$ cat config.mk
export PLATFORM = sky130hd
export DESIGN_NAME = uctl_wakeup_signal_gen
export DESIGN_NICKNAME = d
export VERILOG_FILES = /design/src/rtl/uctl_wakeup_signal_gen.sv
export SDC_FILE = /design/constraint.sdc
export NUM_CORES = 1
export LEC_CHECK = 0
export CORE_MARGIN = 2
export CORE_UTILIZATION = 30
export CTS_BUF_LIST = sky130_fd_sc_hd__clkbuf_4 sky130_fd_sc_hd__clkbuf_8
export CTS_CLUSTER_DIAMETER = 150
export CTS_CLUSTER_SIZE = 10
export DETAILED_ROUTE_END_ITERATION = 12
export PLACE_DENSITY_LB_ADDON = 0.05
export REMOVE_ABC_BUFFERS = 1
export SYNTH_ARGS = -nofsm -noshare
export SYNTH_HDL_FRONTEND = slang
export SYNTH_SLANG_ARGS = --single-unit
$ cat constraint.sdc
create_clock -name aon_clk -period 3.4 [get_ports aon_clk]
set_input_delay 0.34 -clock aon_clk [delete_from_list [all_inputs] [get_ports aon_clk]]
set_output_delay 0.34 -clock aon_clk [all_outputs]
set_load 0.01 [all_outputs]
$ cat src/rtl/uctl_wakeup_signal_gen.sv
// USB remote-wakeup resume generator: waits for stable idle J,
// drives K for a programmed tick count, then releases the line.
module uctl_wakeup_signal_gen #(
   parameter int CNTR_WD     = 16,
   parameter int PRESCALE_WD = 8
) (
   input  logic                   aon_clk,
   input  logic                   aon_rst_n,
   input  logic                   sw_rst,
   input  logic                   wakeup_req,
   input  logic [CNTR_WD-1:0]     idle_time,
   input  logic [CNTR_WD-1:0]     drive_time,
   input  logic [PRESCALE_WD-1:0] tick_div,
   input  logic                   line_stable,
   input  logic                   line_idle,
   output logic                   drive_en,
   output logic                   drive_k,
   output logic                   busy,
   output logic                   done,
   output logic                   aborted
);

   typedef enum logic [1:0] {
      IDLE,
      WAIT_IDLE,
      DRIVE,
      RELEASE
   } state_t;

   state_t state_q, state_d;

   logic [CNTR_WD-1:0]     cnt_q, cnt_d;
   logic [CNTR_WD-1:0]     cnt_inc;
   logic [CNTR_WD-1:0]     drive_last;
   logic [PRESCALE_WD-1:0] pre_q, pre_d;
   logic                   req_q;
   logic                   tick;
   logic                   line_ok;
   logic                   start;
   logic                   done_d;
   logic                   aborted_d;

   assign tick       = (pre_q == tick_div);
   assign line_ok    = line_stable & line_idle;
   assign start      = wakeup_req & ~req_q;
   assign drive_last = (drive_time == '0) ? '0
                     : drive_time - CNTR_WD'(1);
   // saturate instead of wrapping when a compare is never met
   assign cnt_inc    = (&cnt_q) ? cnt_q : cnt_q + CNTR_WD'(1);

   always_comb begin
      state_d   = state_q;
      cnt_d     = cnt_q;
      pre_d     = '0;
      done_d    = 1'b0;
      aborted_d = 1'b0;
      if (state_q != IDLE) begin
         pre_d = tick ? '0 : pre_q + PRESCALE_WD'(1);
      end
      unique case (state_q)
         IDLE: begin
            if (start) begin
               state_d = WAIT_IDLE;
               cnt_d   = '0;
            end
         end
         WAIT_IDLE: begin
            if (!wakeup_req) begin
               state_d   = IDLE;
               cnt_d     = '0;
               aborted_d = 1'b1;
            end else if (!line_ok) begin
               cnt_d = '0;
               pre_d = '0;
            end else if (cnt_q == idle_time) begin
               state_d = DRIVE;
               cnt_d   = '0;
            end else if (tick) begin
               cnt_d = cnt_inc;
            end
         end
         DRIVE: begin
            if (tick) begin
               if (cnt_q == drive_last) begin
                  state_d = RELEASE;
                  cnt_d   = '0;
               end else begin
                  cnt_d = cnt_inc;
               end
            end
         end
         RELEASE: begin
            if (cnt_q[0]) begin
               state_d = IDLE;
               cnt_d   = '0;
               done_d  = 1'b1;
            end else begin
               cnt_d = CNTR_WD'(1);
            end
         end
         default: begin
            state_d = IDLE;
            cnt_d   = '0;
         end
      endcase
      if (state_d != state_q) begin
         pre_d = '0;
      end
   end

   always_ff @(posedge aon_clk or negedge aon_rst_n) begin
      if (!aon_rst_n) begin
         state_q  <= IDLE;
         cnt_q    <= '0;
         pre_q    <= '0;
         req_q    <= 1'b0;
         drive_en <= 1'b0;
         drive_k  <= 1'b0;
         busy     <= 1'b0;
         done     <= 1'b0;
         aborted  <= 1'b0;
      end else if (sw_rst) begin
         state_q  <= IDLE;
         cnt_q    <= '0;
         pre_q    <= '0;
         req_q    <= 1'b0;
         drive_en <= 1'b0;
         drive_k  <= 1'b0;
         busy     <= 1'b0;
         done     <= 1'b0;
         aborted  <= 1'b0;
      end else begin
         state_q  <= state_d;
         cnt_q    <= cnt_d;
         pre_q    <= pre_d;
         req_q    <= wakeup_req;
         drive_en <= (state_d == DRIVE);
         drive_k  <= (state_d == DRIVE);
         busy     <= (state_d != IDLE);
         done     <= done_d;
         aborted  <= aborted_d;
      end
   end

endmodule

After elaboration in Yosys (flattened, before gate mapping)
Index checks and enable logic that the tools add are counted.
Word-level totals
  logic and storage cells: 68
  flip-flop bits (word level): 31
Cells by class
  add/subtract/negate cells: 3
  reductions and logical operators: 6
  muxes and demuxes: 37
  equal/unequal tests: 11
  bitwise operators: 3
Operator list (count)
  two-way mux 16 bit: 10
  case mux 16 bit (4 select lines): 1
  two-way mux 8 bit: 7
  == test 16 bit: 2
  adder 16 x 1 -> 16 bit, second input constant: 1
  logical NOT 16 bit: 1
  two-way mux 2 bit: 8
  AND reduction 16 bit: 1
  subtractor 16 x 1 -> 16 bit, second input constant: 1
  two-way mux 1 bit: 10
  adder 8 x 1 -> 8 bit, second input constant: 1
  == test 8 bit: 1
  case mux 2 bit (4 select lines): 1
  == test 2 bit, second input constant: 3
  inequality test 3 bit, second input constant: 2
  inequality test 6 bit, second input constant: 1
  nonzero test 2 bit: 2
  AND reduction 3 bit: 1
  bitwise AND 1 bit: 2
  == test 2 x 1 -> 1 bit, second input constant: 1
  logical NOT 2 bit: 1
  inequality test 2 bit: 1
  inverter 1 bit: 1

Depth between registers and ports, before layout
Gate-level depths: netlist of the first run.
  depth after elaboration: 9
  depth in mapped cells: 12

Least setup slack after synthesis of the first run
Ideal clock, no wire load.
  path type: input-to-reg
  start point: input drive_time[0]
  end point: register cnt_q[13]
  setup slack: 0.529 ns
  cell stages on the path: 11
  data required time: 3.274 ns
  arrival time: 2.745 ns
  path through: inv_1 ha_1 nor3b_1 nand2_1 or4_1 o21a_1 o32ai_1 and4b_4 o2bb2ai_2 nor3_1 a221o_1
On the way
  longest elaborated chain between the ends: 7
  elaborated cells on any way between the ends: 8
Ends and longest elaborated chain
  from (decl): RTL line 12  | input logic [CNTR_WD-1:0] drive_time,
  subtractor 16 x 1 -> 16 bit or logical NOT 16 bit (tied branches): RTL line 47, 46
  two-way mux 16 bit (*): RTL line 46  | assign drive_last = (drive_time == '0) ? '0
  == test 16 bit (*): RTL line 84  | if (cnt_q == drive_last) begin
  two-way mux 16 bit (*): RTL line 84
  two-way mux 16 bit (*): RTL line 83  | if (tick) begin
  case mux 16 bit (4 select lines) (*): RTL line 60  | unique case (state_q)
  two-way mux 16 bit (*): RTL line 122  | end else if (sw_rst) begin
  to (signal assigned): RTL line 134  | cnt_q <= cnt_d;
  to (decl): RTL line 32  | logic [CNTR_WD-1:0] cnt_q, cnt_d;
Mark *: on every way between the ends. The rest lies on a longest branch, timed or not. The select of a mux whose other input is x is not followed.
A chain may end at the register's enable or synchronous reset.

Worst setup path in the final report of the first run
  start point: input drive_time[0]
  end point: register cnt_q[3]
Same word-level chain as after synthesis.

==> results of run 1 <==
[where the power goes]
group / internal, W / leakage, nW / switching (W) / total [W]
clock: 0.000193 / 0.0549 / 0.000143 / 0.000336
sequential: 0.000372 / 0.430 / 0.00000335 / 0.000375
combinational: 0.000106 / 1.06 / 0.0000853 / 0.000191
[layout by cell type, fill, tap and decap left out, types with 4 or more instances in the layout]
master           count
clkdlybuf4s50_1     50
buf_4               35
xor2_1              34
dfrtp_1             31
nor2_1              23
nand3_1             23
nand2_1             19
inv_1               16
nor3_1              16
a21oi_1             16
nor4_1              12
xnor2_1             11
nand4_1              9
o21ai_0              8
clkbuf_8             7
nand2b_1             5
o21ai_1              5
and3_1               5
or3_1                4
mux2i_1              4
nand3b_1             4
nor2b_1              4
or4_1                4
[cell families (layout without fill, tap and decap cells)]
group	Yosys count	in the layout	share of synthesized area (%)
compound gates	72	72	18.2
xor+xnor	47	47	15.6
fa+ha+maj	3	3	1.33
buf+inv	37	110	5.94
flops	31	31	27.5
mux	5	5	1.82
simple gates	148	148	29.7
[layout make-up]
class                           count  area, um2  area share (%)
Inverter                           16       60.1            1.60
Clock buffer                        8        104            2.77
Tap cell                          111        139            3.71
Sequential cell                    31        776            20.7
Multi-Input combinational cell    275       1880            50.3
Timing Repair Buffer               86        783            20.9
[through the flow]
| step | utilization, % | instance area [um2] | total power, W |
|---|---|---|---|
| global placement | 39.6 | 3640 | 0.000574 |
| global route | 40.7 | 3750 | 0.000956 |
| floorplan | - | 2720 | 0.000451 |
| detailed placement | 39.6 | 3640 | 0.000573 |
| CTS | 40.7 | 3740 | 0.000918 |
| finish | 40.7 | 3750 | 0.000902 |
[metal layers]
layer / GRT usage [%] / wire length (um) / vias to the layer above
li1: - / - / 1403
met1: 27.6 / 4580 / 1342
met2: 26.5 / 3850 / 42
met3: 2.64 / 233 / 0
met4: 2.70 / 0 / 0
met5: 0 / 0 / -
[registers in the layout, summed over array words and instances, names as in the netlist]
register  flops
pre_q         8
done          1
state_q       2
busy          1
cnt_q        16
aborted       1
drive_k       1
req_q         1
[how the worst min path moves through the flow]
stage	from	to	depth (start not counted)
final	aon_rst_n	cnt_q[5]$_DFFE_PN0P_	2
after global routing	aon_rst_n	pre_q[7]$_DFF_PN0_	2
after CTS	aon_rst_n	pre_q[7]$_DFF_PN0_	2
after detailed placement	pre_q[0]$_DFF_PN0_	pre_q[0]$_DFF_PN0_	1
after global placement	pre_q[0]$_DFF_PN0_	pre_q[0]$_DFF_PN0_	1
after floorplan	aon_rst_n	aborted$_DFF_PN0_	0
==> key figures, run 1 <==
Status
  – Status: finished clean

Drt
  – Average wire per standard cell: about 16 um
  – Initial DRC Count: 100
  – Initial DRT Pass Iterations: 4
  – Antenna Nets Post-Route: 0
  – DRC: 0
  – Vias: approximately 2,800
  – Vias/cell: roughly 5.3
  – Routed WL: around 8.7 mm

Clock network
  – CTS Buffer Depth: 2
  – Hold buffers post-CTS: 0
  – Cts bufs inserted: 5
  – Post-CTS Setup Bufs: 0
  – H-tree depth: 2
  – CTS Sinks: 31
  – CTS resizes: 0
  – Root buffer cell: clkbuf_8
  – CTS tree: done
  – Worst-Skew Late Latency: 0.28 ns
  – Worst-path clk slew: 0.07 ns

Yosys
  – Largest area contributor in the netlist: dfrtp_1
  – Main synth FF type: dfrtp_1
  – Register area share after synthesis: 27.5%
  – Synth top cells by count: 34 x xor2_1, 31 x dfrtp_1, 23 x nand3_1, 23 x nor2_1, 19 x nand2_1
  – Cells after Synth: ~340
  – Top post-synthesis cells by area: dfrtp_1 27%, xor2_1 11%, nand3_1 4.1%
  – EDFF count, synth: 0
  – Distinct cell type count after synthesis: 70
  – Seq cells post-synth: 31
  – Post-Syn Area per Cell: between 8 and 9 um2
  – YS warnings: 0
  – Area share of the largest cell type after synthesis: between 20% and 30%
  – Most frequent cell after synthesis: xor2_1
  – Post-synth ARST share: 100%
  – Synthesized area: approximately 2800 um2

Placed design
  – DPL Wire Length: between 6 and 7 mm
  – Pre-CTS setup slack: -0.0826 ns
  – Port bufs: 50
  – # placed instances: 519
  – Placer Congestion: just under 0.9

Critical path
  – CP Launch Type: input pin
  – Crit end category: register
  – CP Class: in2reg
  – Crit path max fanout: 8
  – CP top delay family: simple AND/OR/NAND/NOR gates
  – Crit path launch: drive_time[0]
  – Max incr delay on CP: ~0.50 ns
  – Worst reg2reg path startpoint: state_q[0]$_DFF_PN0_
  – RR Endpoint: cnt_q[14]$_DFFE_PN0P_
  – CP Cell Sequence: clkdlybuf4s50_1 > inv_1 > ha_1 > or4b_4 > o31a_1 > or2_1 > o21a_1 > o32ai_1 > and4b_4 > o211ai_2 > buf_4 > a21oi_1 > mux2i_1
  – Crit path depth: 13
  – WP buf/inv: 3
  – Critical path arrival: about 3.4 ns
  – Flop-to-flop setup slack: between 0.5 and 0.6 ns
  – FF-to-FF path depth: 9
  – Critical Path RT: between 3 and 4 ns
  – CP endpoint: cnt_q[3]$_DFFE_PN0P_
  – CP max stage cell: or4b_4

Cells and area
  – Fill cell count: 983
  – Post-route insts no fill: approximately 530
  – Nets: 464
  – Antenna Cells: 0
  – Layout cells sized above 1: between 10% and 20%
  – Area added between synthesis and finish: 32.7%

Die
  – I/O pin cnt: roughly 50
  – Total die area: a little over 10,000 um2
  – Row cnt: 35
  – Initial cell density of the core: 30.7%
  – Die Width: 101 um
  – Die height: just over 100 um
  – Core Area: between 9000 and 10,000 um2

STA
  – Setup WS post-layout: 0.184 ns
  – Worst clock skew: ~0.0073 ns
  – Worst slew margin: between 60 and 70%
  – Max frequency: around 310 MHz
  – Setup-failing EPs final: 0
  – Crit share post-route: ~95%
  – Setup TNS: 0 ns
  – Final hold violations: 0
  – Final min period: about 3.2 ns
  – Max Slew Vio Count: 0
  – Slew at the pin with the worst max-slew slack: approximately 0.53 ns
  – Fin Hold WS: between 0.4 and 0.5 ns

Power
  – Power Dens Cells: about 240 nW/um2
  – LEAKAGE: roughly 1.5 nW
  – IR drop worst, VDD: about 0.13 mV

Global routing
  – Total track usage: roughly 18%
  – GR Overflow Total: 0
  – Vias in the first global route: 2,715
  – Largest net degree at the start of global routing: 32
  – Initial antenna violation count: 0
  – First-pass GRT wire length: roughly 14 mm

Flow run
  – MaxCap Viol Count: 0

Min path
  – HP Class: in2async
(Power assumes the default switching activity.)
==> run 2: changes to the inputs <==
Settings changed: CORE_UTILIZATION 30 to 45, CTS_CLUSTER_SIZE 10 to 40, DONT_BUFFER_PORTS set to 1.
==> run 2 against run 1 <==
  * Final area is 21% lower
  * Sequential share of layout area is 5.5 points higher
  * Largest cell class unchanged
  * Non-clock buffer count is 80 lower
  * Register-to-register slack worse by 0.13 ns
  * Clock skew is 0.0021 ns lower
  * Highest routed layer is now met4
  * Via count is 9.3% lower
  * Clock power is 11% lower
==> key figures, run 2 (synthesized netlist as in run 1, its figures left out) <==
Critical path
  – Worst reg2reg path startpoint: state_q[0]$_DFF_PN0_
  – FF-to-FF path depth: 9
  – CP Launch Type: register
  – RR Endpoint: cnt_q[6]$_DFFE_PN0P_
  – Crit end category: register
  – Crit path max fanout: 12
  – CP endpoint: cnt_q[6]$_DFFE_PN0P_
  – CP Cell Sequence: inv_1 > or4_1 > nand2b_1 > a22o_1 > a21oi_1 > buf_4 > nor2_1 > mux2i_1 > o21ai_0
  – Critical Path RT: 3.55 ns
  – Max incr delay on CP: a little over 0.7 ns
  – CP top delay family: compound AO/OA/AOI/OAI gates
  – Critical path arrival: about 3.1 ns
  – CP Class: reg2reg
  – WP buf/inv: 2
  – Flop-to-flop setup slack: between 0.4 and 0.5 ns
  – CP max stage cell: a21oi_1
  – Crit path depth: 9
  – Crit path launch: state_q[0]$_DFF_PN0_

Cells and area
  – Antenna Cells: 0
  – Max reg flops: 16
  – Top Registers: cnt_q (16), pre_q (8), state_q (2)
  – Area added between synthesis and finish: 4.74%
  – Most common cell after layout, fill and taps aside: xor2_1
  – Most frequent cells in the layout: 34 x xor2_1, 31 x dfrtp_1, 23 x nor2_1, 23 x nand3_1, 19 x nand2_1
  – Nets: 384
  – Post-route insts no fill: between 400 and 500
  – Biggest register: cnt_q
  – Layout cells sized above 1: between 8 and 9%

Drt
  – Vias: about 2,500
  – Initial DRT Pass Iterations: 5
  – Routed WL: about 7.4 mm
  – Antenna Nets Post-Route: 0
  – Vias/cell: between 6 and 7
  – Initial DRC Count: ~200
  – Average wire per standard cell: 18.0 um
  – DRC: 0

Die
  – Row cnt: 28
  – Initial cell density of the core: 47.1%
  – Die height: approximately 83 um
  – I/O pin cnt: 51
  – Core Area: between 5000 and 6000 um2
  – Die Width: 83.2 um
  – Total die area: around 6900 um2

STA
  – Setup-failing EPs final: 0
  – Max Slew Vio Count: 0
  – Final min period: 2.98 ns
  – Setup TNS: 0 ns
  – Unrepaired setup endpoints after global routing: no
  – Slew at the pin with the worst max-slew slack: between 0.8 and 0.9 ns
  – Worst slew margin: about two fifths
  – Final hold violations: 0
  – Worst clock skew: ~0.0052 ns
  – Max frequency: ~340 MHz
  – Fin Hold WS: around 0.12 ns
  – Crit share post-route: between 80% and 90%

Global routing
  – Vias in the first global route: 2,418
  – Largest net degree at the start of global routing: 32
  – Initial antenna violation count: 0
  – First-pass GRT wire length: 12.5 mm
  – Total track usage: 22.1%
  – GR Overflow Total: 0

Status
  – Status: finished clean

Flow run
  – MaxCap Viol Count: 0

Min path
  – HP Class: in2reg

Clock network
  – Root buffer cell: clkbuf_8
  – CTS tree: done
  – H-tree depth: 2
  – Cts bufs inserted: 5
  – Worst-Skew Late Latency: 0.28 ns
  – Worst-path clk slew: 0.06 ns
  – CTS Buffer Depth: 2
  – CTS resizes: 0
  – CTS Sinks: 31

Power
  – NetSw: about 0.00020 W
  – IR drop worst, VDD: around 0.19 mV
  – Switch share: between 20% and 30%
  – Power Dens Cells: roughly 260 nW/um2
  – Internal power: between 0.0005 and 0.0006 W
  – Combinational share of power: 12.7%
  – Sequential share of power: between 40% and 50%
  – LEAKAGE: 1.19 nW
  – Clock power frac: about two fifths

Placed design
  – Placer Congestion: just under 0.9
  – DPL Wire Length: between 5 and 6 mm
  – # placed instances: ~400
  – Port bufs: 0
-- run 2: layer usage --
| layer | global-route usage [%] | wire, um | part of all wire (%) | up-vias |
|---|---|---|---|---|
| li1 | - | - | - | 1249 |
| met5 | 0 | 0 | 0 | - |
| met1 | 33.2 | 3610 | 49 | 1194 |
| met4 | 5.51 | 108 | 1.5 | 0 |
| met2 | 31.8 | 3210 | 43 | 73 |
| met3 | 4.87 | 462 | 6.3 | 11 |
-- run 2: power by group through the flow --
stage | clock network [W] | logic, W | registers, W
2_1_floorplan | 0 | 0.0000683 | 0.000382
3_5_place_dp | 0 | 0.0000862 | 0.000383
3_3_place_gp | 0 | 0.0000859 | 0.000383
5_1_grt | 0.000324 | 0.000111 | 0.000377
4_1_cts | 0.000308 | 0.0000983 | 0.000376
6_report | 0.000298 | 0.0000979 | 0.000376
-- run 2: worst min path at each step --
stage              start                    end  slack, ns  cells after the start
6_report          sw_rst        req_q$_DFF_PN0_       0.12                      1
5_1_grt           sw_rst        req_q$_DFF_PN0_       0.10                      1
4_1_cts           sw_rst        req_q$_DFF_PN0_       0.11                      1
3_5_place_dp   aon_rst_n   cnt_q[8]$_DFFE_PN0P_       0.05                      0
3_3_place_gp   aon_rst_n  cnt_q[10]$_DFFE_PN0P_       0.05                      0
2_1_floorplan  aon_rst_n      aborted$_DFF_PN0_       0.04                      0
-- run 2: through the flow --
| step | setup WS [ns] | utilization, % | power (W) | cell area, um2 |
|---|---|---|---|---|
| 5_1_grt | 0.141 | 49.4 | 0.000811 | 2960 |
| 2_1_floorplan | 0.455 | - | 0.000451 | 2720 |
| 4_1_cts | 0.426 | 49.4 | 0.000782 | 2960 |
| 3_3_place_gp | 0.333 | 47.4 | 0.000469 | 2840 |
| 6_report | 0.422 | 49.4 | 0.000772 | 2960 |
| 3_5_place_dp | 0.255 | 47.4 | 0.000469 | 2840 |
-- run 2: final cells by class --
type	count	area, um2
clock inverters	1	5.00
well taps	75	93.8
fillers	571	3030
inverters	16	60.1
clock buffers	6	82.6
repair buffers	6	60.1
flip-flops and latches	31	776
multi-input cells	275	1880
-- run 2: what timing repair did --
item                                   in CTS  in global routing
setup buffers                               0                  0
endpoints found under the hold margin      31                  0
hold buffers                                2                  0
setup endpoints to repair                   0                  0
==> run 3: changes to the inputs <==
Settings changed: CTS_BUF_LIST sky130_fd_sc_hd__clkbuf_4 sky130_fd_sc_hd__clkbuf_8 to sky130_fd_sc_hd__clkbuf_8.
Clock period 3.4 ns to 3.65 ns, I/O delays scaled along.
==> run 3 against run 2 <==
  * Sequential cell count unchanged
  * Die area did not move
  * Worst setup slack improved by 0.24 ns
  * Core utilization up 0.13 points
  * Critical path type unchanged
==> key figures, run 3 (synthesized netlist as in run 1, its figures left out) <==
STA
  – Setup WS post-layout: between 0.6 and 0.7 ns
  – Final hold violations: 0
  – Slew at the pin with the worst max-slew slack: between 0.6 and 0.7 ns
  – Max Slew Vio Count: 0
  – Setup-failing EPs final: 0
  – Unrepaired setup endpoints after global routing: no
  – Worst slew margin: between 50% and 60%
  – Setup TNS: 0 ns
  – Fin Hold WS: roughly 0.13 ns
  – Final min period: 2.99 ns
  – Max frequency: roughly 330 MHz
  – Worst clock skew: ~0.0043 ns
  – Crit share post-route: slightly above 80%

Drt
  – Antenna Nets Post-Route: 0
  – Routed WL: 7.39 mm
  – Initial DRT Pass Iterations: 5
  – Vias: roughly 2,500
  – DRC: 0
  – Initial DRC Count: about 260
  – Vias/cell: 6.20
  – Average wire per standard cell: between 15 and 20 um

Critical path
  – Max incr delay on CP: approximately 0.56 ns
  – CP top delay family: simple AND/OR/NAND/NOR gates
  – Crit path max fanout: 14
  – WP buf/inv: 1
  – CP Class: reg2reg
  – Critical path arrival: around 3.2 ns
  – CP max stage cell: or4_1
  – CP Cell Sequence: inv_1 > or4_1 > nand2b_1 > nor3_1 > nand3_1 > o211ai_2 > nor3b_1 > o22a_1
  – Critical Path RT: slightly below 4 ns
  – Crit end category: register
  – CP Launch Type: register

Power
  – IR drop worst, VDD: between 0.15 and 0.2 mV
  – Pwr Total: between 0.0007 and 0.0008 W
  – Power Dens Cells: roughly 250 nW/um2
  – LEAKAGE: 1.20 nW

Cells and area
  – Most frequent cells in the layout: 34 x xor2_1, 31 x dfrtp_1, 23 x nor2_1, 23 x nand3_1, 19 x nand2_1
  – Biggest register: cnt_q
  – Most common cell after layout, fill and taps aside: xor2_1
  – Layout cells sized above 1: 8.63%
  – Area added between synthesis and finish: 5.01%
  – Nets: 385
  – Antenna Cells: 0
  – Post-route insts no fill: around 410
  – Max reg flops: 16
  – Top Registers: cnt_q (16), pre_q (8), state_q (2)

Die
  – Initial cell density of the core: a little under half
  – Die height: 83.2 um
  – Core Area: 5990 um2
  – I/O pin cnt: slightly above 50
  – Row cnt: 28
  – Die Width: 83.2 um
  – Total die area: 6920 um2

Clock network
  – Root buffer cell: clkbuf_8
  – Post-CTS Setup Bufs: 0
  – CTS Buffer Depth: 2
  – CTS Sinks: 31
  – CTS tree: done
  – H-tree depth: 2
  – Worst-Skew Late Latency: about 0.29 ns
  – CTS resizes: 0
  – Worst-path clk slew: about 0.07 ns
  – Cts bufs inserted: 5

Placed design
  – Port bufs: 0
  – Placer Congestion: approximately 0.84
  – # placed instances: around 400
  – DPL Wire Length: approximately 5.7 mm
  – Pre-CTS setup slack: roughly 0.42 ns

Flow run
  – MaxCap Viol Count: 0

Global routing
  – Largest net degree at the start of global routing: 32
  – Initial antenna violation count: 0
  – Total track usage: approximately 22%
  – Vias in the first global route: 2,454
  – First-pass GRT wire length: between 10 and 15 mm
  – GR Overflow Total: 0

Min path
  – HP Class: in2reg

Status
  – Status: finished clean
## run 3: cell types whose count changed in the layout (fill, tap and decap cells not counted)
cell / previous run / this run
buf_4: 4 / 5
## run 3: metrics by stage
stage	area, um2	utilization (%)
2_1_floorplan	2720	-
3_3_place_gp	2850	47.5
4_1_cts	2970	49.5
5_1_grt	2970	49.5
6_report	2970	49.5
3_5_place_dp	2850	47.5
## run 3: cell type report
type                       count  area [um2]
fill                         602        3030
multi-input combinational    275        1880
sequential                    31         776
tap                           75        93.8
clock buffer                   6        82.6
timing repair buffer           7        67.6
inverter                      16        60.1
clock inverter                 1        5.00
## run 3: worst paths after layout
kind	start	depth (start not counted)	endpoint	slack (ns)
max in group asynchronous	aon_rst_n	2	pre_q[7]$_DFF_PN0_	2.93
min in group asynchronous	aon_rst_n	2	cnt_q[7]$_DFFE_PN0P_	0.54
max reg2reg	state_q[0]$_DFF_PN0_	8	cnt_q[15]$_DFFE_PN0P_	0.66
max	state_q[0]$_DFF_PN0_	8	cnt_q[15]$_DFFE_PN0P_	0.66
min	sw_rst	1	req_q$_DFF_PN0_	0.13
min reg2reg	pre_q[0]$_DFF_PN0_	1	pre_q[0]$_DFF_PN0_	0.55
## run 3: where the power goes
| group | switching [W] | total (W) | internal (W) | leakage (nW) |
|---|---|---|---|---|
| registers | 0.00000384 | 0.000350 | 0.000347 | 0.430 |
| logic | 0.0000503 | 0.0000918 | 0.0000415 | 0.722 |
| clock network | 0.000137 | 0.000285 | 0.000148 | 0.0470 |
## run 3: timing repair
item	in CTS	in global routing
setup endpoints to repair	0	0
hold endpoints to repair	31	0
hold buffers	2	0
## run 3: layer usage
layer  vias to the layer above  global-route usage (%)  part of all wire (%)
li1                       1252                       -                     -
met1                      1204                    34.3                    49
met2                        77                    31.2                    43
met3                        16                    4.08                   5.3
met4                         0                    7.45                   2.1
met5                         -                       0                     0
